`src/rtl/mmr_counter_bank.sv`:
```
// mmr_counter_bank: a bank of N_CHANNELS counters. Each counter is stored as
// K_MMR replicas. Every replica reloads from the bitwise-majority value, so a
// single upset replica is repaired on the next clock edge.
// mismatch_o pulses for one cycle after any cycle in which the replicated
// inputs or the stored replicas disagree.
// Optional feature: define MMR_COUNTER_SNAPSHOT_EN to add per-channel snapshot
// registers. Without it, snapshot_value_o simply mirrors voted_value_o and
// snapshot_i is ignored.
module mmr_counter_bank #(
  parameter int K_MMR         = 3,
  parameter int N_CHANNELS    = 4,
  parameter int BIT_WIDTH     = 16,
  parameter int IS_SATURATING = 0,
  parameter int MISMATCH_EN   = 1
) (
  input  logic                                             clk,
  input  logic                                             rst,
  input  logic [K_MMR-1:0]                                 reset_counter_i,
  input  logic [N_CHANNELS-1:0][K_MMR-1:0]                 countup_i,
  input  logic [K_MMR-1:0]                                 snapshot_i,
  output logic [N_CHANNELS-1:0][K_MMR-1:0][BIT_WIDTH-1:0]  counter_value_o,
  output logic [N_CHANNELS-1:0][BIT_WIDTH-1:0]             voted_value_o,
  output logic [N_CHANNELS-1:0][BIT_WIDTH-1:0]             snapshot_value_o,
  output logic [N_CHANNELS-1:0]                            overflow_o,
  output logic                                             mismatch_o
);

  // Majority threshold: 2 of 3, or 3 of 5.
  localparam int THRESH = K_MMR / 2 + 1;
  localparam logic [BIT_WIDTH-1:0] MAX_VAL = '1;

  logic [N_CHANNELS-1:0][K_MMR-1:0][BIT_WIDTH-1:0] cnt_q;
  logic [N_CHANNELS-1:0][BIT_WIDTH-1:0]            next_val;
  logic [N_CHANNELS-1:0]                           ovf_q;
  logic [N_CHANNELS-1:0]                           next_ovf;
  logic                                            mismatch_q;
  logic                                            any_dis;
  logic                                            snap_dis;
  logic                                            rc_v;

  // Majority vote over one replicated bit.
  function automatic logic vote_bit(input logic [K_MMR-1:0] v);
    int ones;
    ones = 0;
    for (int k = 0; k < K_MMR; k++) ones += int'(v[k]);
    return (ones >= THRESH);
  endfunction

  // A replicated strobe disagrees when it is neither all-zero nor all-one.
  function automatic logic disagree(input logic [K_MMR-1:0] v);
    return (v != '0) && (v != '1);
  endfunction

  // Bitwise majority of all replicas of one counter word.
  function automatic logic [BIT_WIDTH-1:0] vote_word(
    input logic [K_MMR-1:0][BIT_WIDTH-1:0] w
  );
    logic [BIT_WIDTH-1:0] r;
    logic [K_MMR-1:0]     col;
    r   = '0;
    col = '0;
    for (int b = 0; b < BIT_WIDTH; b++) begin
      for (int k = 0; k < K_MMR; k++) col[k] = w[k][b];
      r[b] = vote_bit(col);
    end
    return r;
  endfunction

  // True when any replica of a word differs from replica 0.
  function automatic logic word_disagree(
    input logic [K_MMR-1:0][BIT_WIDTH-1:0] w
  );
    logic d;
    d = 1'b0;
    for (int k = 1; k < K_MMR; k++) d |= (w[k] != w[0]);
    return d;
  endfunction

  assign counter_value_o = cnt_q;
  assign overflow_o      = ovf_q;
  assign mismatch_o      = mismatch_q;

  // Voted counter value, taken straight from the replica outputs.
  always_comb begin
    voted_value_o = '0;
    for (int c = 0; c < N_CHANNELS; c++) begin
      voted_value_o[c] = vote_word(counter_value_o[c]);
    end
  end

  // Next value and overflow per channel from voted state and voted strobes;
  // the clear wins over an increment in the same cycle.
  always_comb begin
    next_val = voted_value_o;
    next_ovf = ovf_q;
    rc_v     = vote_bit(reset_counter_i);
    any_dis  = disagree(reset_counter_i) | snap_dis;
    for (int c = 0; c < N_CHANNELS; c++) begin
      any_dis = any_dis | disagree(countup_i[c]) | word_disagree(counter_value_o[c]);
      if (rc_v) begin
        next_val[c] = '0;
        next_ovf[c] = 1'b0;
      end else if (vote_bit(countup_i[c])) begin
        if (voted_value_o[c] == MAX_VAL) begin
          next_val[c] = (IS_SATURATING != 0) ? MAX_VAL : '0;
          next_ovf[c] = 1'b1;
        end else begin
          next_val[c] = voted_value_o[c] + 1'b1;
        end
      end
    end
  end

  // Every replica of a channel loads the same voted next value.
  always_ff @(posedge clk or posedge rst) begin
    if (rst) begin
      cnt_q <= '0;
      ovf_q <= '0;
    end else begin
      for (int c = 0; c < N_CHANNELS; c++) begin
        for (int k = 0; k < K_MMR; k++) cnt_q[c][k] <= next_val[c];
      end
      ovf_q <= next_ovf;
    end
  end

  // One-cycle disagreement flag, recomputed every cycle so it never sticks.
  always_ff @(posedge clk or posedge rst) begin
    if (rst) mismatch_q <= 1'b0;
    else     mismatch_q <= (MISMATCH_EN != 0) ? any_dis : 1'b0;
  end

`ifdef MMR_COUNTER_SNAPSHOT_EN
  logic [N_CHANNELS-1:0][BIT_WIDTH-1:0] snap_q;

  assign snapshot_value_o = snap_q;
  assign snap_dis         = disagree(snapshot_i);

  // Capture the voted value as it stood before this edge's update.
  always_ff @(posedge clk or posedge rst) begin
    if (rst)                         snap_q <= '0;
    else if (vote_bit(snapshot_i))   snap_q <= voted_value_o;
  end
`else
  logic unused_snapshot;

  assign unused_snapshot  = ^snapshot_i;
  assign snapshot_value_o = voted_value_o;
  assign snap_dis         = 1'b0;
`endif

endmodule

```
`config.mk`:
```
export PLATFORM = sky130hd
export DESIGN_NAME = mmr_counter_bank
export DESIGN_NICKNAME = d
export VERILOG_FILES = /design/src/rtl/mmr_counter_bank.sv
export SDC_FILE = /design/constraint.sdc
export NUM_CORES = 1
export LEC_CHECK = 0
export BUFFER_PORTS_ARGS = -buffer_cell sky130_fd_sc_hd__buf_2
export CORE_AREA = 3 3 134 136
export CTS_CLUSTER_SIZE = 30
export DETAILED_ROUTE_END_ITERATION = 12
export DIE_AREA = 0 0 137 139
export PLACE_DENSITY = 0.68
export SLEW_MARGIN = 25
export SYNTH_ARGS = -nofsm -noshare
export SYNTH_HDL_FRONTEND = slang
export SYNTH_SLANG_ARGS = --single-unit
export TNS_END_PERCENT = 1
```
`constraint.sdc`:
```
create_clock -name clk -period 3.7 [get_ports clk]
set_clock_uncertainty 0.15 [all_clocks]
set_input_delay 0.37 -clock clk [delete_from_list [all_inputs] [get_ports clk]]
set_output_delay 0.37 -clock clk [all_outputs]
set_load 0.02 [all_outputs]
```
==> impl_metrics.toml <==
[synthesis]
synth_async_sr_flop_share_pct = 100
yosysTopAreaCell = "buf_4"
synth-edff-count = 0
ys_warn_count = 0
synth_seq_area_share_pct = 30.4
yosysMostFrequentCell = "buf_4"
avgSynthCellArea_um2 = 8.50
ys_ff_latch = 69
syn-num-nets = 698
synth.cell_area_um2 = 5690
synthDistinctLibCells = 49
yosys_most_used_dff = "dfrtp_1"
synth.top_cells.by_count = "buf_4, dfrtp_1, nand2_1"
synth_top_area_share_pct = 34.1
synthTopCellsByArea = "buf_4, dfrtp_1, nand3_1"
synth_cells = 669

[critical_path]
critPathKind = "input port to flip-flop"
worst-path-stages = 8
cp_data_arrival_time_ps = 2550
end_kind = "flip-flop"
cp_slowest_stage_delay_ps = 640
required_ps = 3820
r2r_cells = 6
crit_path_start_kind = "input port"
crit_slowest_cell = "a31oi_2"
crit_buf_inv = 2
crit_fanout = 15
cp_top_family = "compound AO/OA/AOI/OAI gates"
path_cells = "buf_2 > ha_1 > a21oi_2 > buf_4 > nand2_1 > a31oi_2 > a21boi_0 > a21o_1"

[grt]
globalRouteMet3Util_pct = 2.36
use_met2_pct = 24.2
use_met1_pct = 17.7
grt_first_pass_wirelength_mm = 21.3
grt_most_used_layer = "met2"
grt_pass1_vias = 3902
grt_max_degree = 37
gr-usage-all-layers_pct = 14.0
antenna_found_initial = 0
gr-total-overflow = 0

[sta]
slew_violations = 0
tightest_slew_ps = 859
finalHoldViolations = 0
min_period_ps = 2430
setup_tns_ps = 0
setup_viol = 0
rsz0062_at_grt = "false"
period_share_pct = 65.7
maxSlewHeadroom_pct = 42.7
clock.fmax_ghz = 0.411

[final_layout]
drive_above_1_share_pct = 49.0
diodes = 0
fin_nets = 790
area_delta_synth_final_pct = 5.87
finalNonFillerCells = 989

[cts]
cts-root-buf = "clkbuf_16"
htree_levels = 3
clkLatencyLatePin_ps = 330
clkTransAtPathRegs_ps = 60
postCtsHoldBufs = 0
postCtsSetupBuffers = 0
cts-resized-gates = 0
cts_tree = "done"
cts_buffers = 9
clk_path_buf_depth = 2
cts_sinks = 69

[run]
maxCapViolations = 0

[worst_hold_path]
hold_path.class = "input port to asynchronous set/reset pin"

[place]
dp_hpwl_mm = 10.7
port_buffers = 341
placed_cells = 975
place_congestion = 0.822

[pwr]
vdd_drop_max_mv = 0.184
fin_total_pwr_uw = 1950
p_leak_uw = 0.00370
power.density_nw_per_um2 = 324

[routing]
wl_per_cell_um = 14.4
drtIter0Drc = 195
avgViaCountPerCell = 4.67
antenna_left = 0
drc = 0
vias = 4623
routed_wl_mm = 14.3
drt-pass1-iter-count = 4

[run_status]
outcome = "finished clean"

[die]
rows = 48
die_h_um = 139
dieArea_um2 = 19000
core-area_um2 = 17100
die-width_um = 137
start_util_pct = 33.3
io_pins = 345
==> stage by stage <==
step | hold slack (ps) | worst slack, ps | util (%) | area [um2]
2_1_floorplan | 405 | 1440 | - | 5690
5_1_grt | 142 | 1090 | 35.3 | 6020
4_1_cts | 99.8 | 1240 | 35.3 | 6020
3_5_place_dp | 335 | 892 | 33.7 | 5760
3_3_place_gp | 327 | 920 | 33.7 | 5760
6_report | 69.5 | 1270 | 35.3 | 6020
==> sequential cells by signal, summed over array words and instances, names as in the netlist <==
name	cells
overflow_o	4
mismatch_o	1
counter_value_o	64
==> layout make-up <==
cell class                 instances  area [um2]
clock buffer                      12         256
inverter                          10        37.5
timing repair buffer             348        1760
fill                            1800       11000
sequential                        69        1730
tap                              225         282
multi-input combinational        323        1950
clock inverter                     2        10.0
==> worst register-to-register path, delay by kind of cell, from the launching register on <==
| kind | cells | cell delay, ps |
|---|---|---|
| AO/OA/AOI/OAI | 3 | 820 |
| adder cells (fa/ha/maj) | 1 | 290 |
| flip-flops | 1 | 530 |
| AND/OR/NAND/NOR | 2 | 350 |
==> logic make-up (layout without fill, tap and decap cells) <==
group	Yosys count	in the layout	share of synthesized area (%)
adders and majority gates	9	9	1.98
buffers and inverters	277	372	35.3
and+or+nand+nor	201	201	18.0
AOI/OAI and AO/OA	90	90	10.6
muxes	4	4	0.748
DFF	69	69	30.4
xor gates and xnor gates	19	19	2.93
==> placed cells by master (no fill, tap or decap), drive strengths merged, types with 3 or more instances in the layout <==
master / netlist / final
or4: 3 / 3
a21oi: 17 / 17
buf: 260 / 348
nand3: 44 / 44
and2: 3 / 3
a21o: 12 / 12
dfrtp: 69 / 69
nor3: 13 / 13
a31oi: 9 / 9
or3: 17 / 17
o31ai: 4 / 4
a22o: 10 / 10
and4: 4 / 4
inv: 10 / 10
o211ai: 8 / 8
xnor2: 9 / 9
clkbuf: 7 / 12
and3: 14 / 14
nand4: 9 / 9
nor2: 33 / 33
ha: 9 / 9
xor2: 10 / 10
nand2: 55 / 55
o21ai: 19 / 19
==> per-layer routing <==
metal  part of all wire [%]  wire [um]
met1                     42       6040
met2                     49       7000
met3                    7.2       1030
met4                    1.4        193
met5                      0          0
==> power by group <==
part / total (uW) / internal (uW) / switching [uW]
Combinational: 358 / 109 / 249
Clock: 786 / 480 / 305
Sequential: 808 / 771 / 36.3
Total: 1950 / 1360 / 590
==> worst paths after layout <==
kind	slack, ps	start	end
min	70	rst	counter_value_o[83]$_DFFE_PP0P_
max in group asynchronous	2480	rst	counter_value_o[139]$_DFFE_PP0P_
max	1270	reset_counter_i[0]	counter_value_o[85]$_DFFE_PP0P_
min reg2reg	350	overflow_o[0]$_DFFE_PP0P_	overflow_o[0]$_DFFE_PP0P_
max reg2reg	1460	counter_value_o[80]$_DFFE_PP0P_	counter_value_o[93]$_DFFE_PP0P_
min in group clk	230	reset_counter_i[2]	mismatch_o$_DFF_PP0_
No activity file was read; power rests on OpenSTA's default activity.
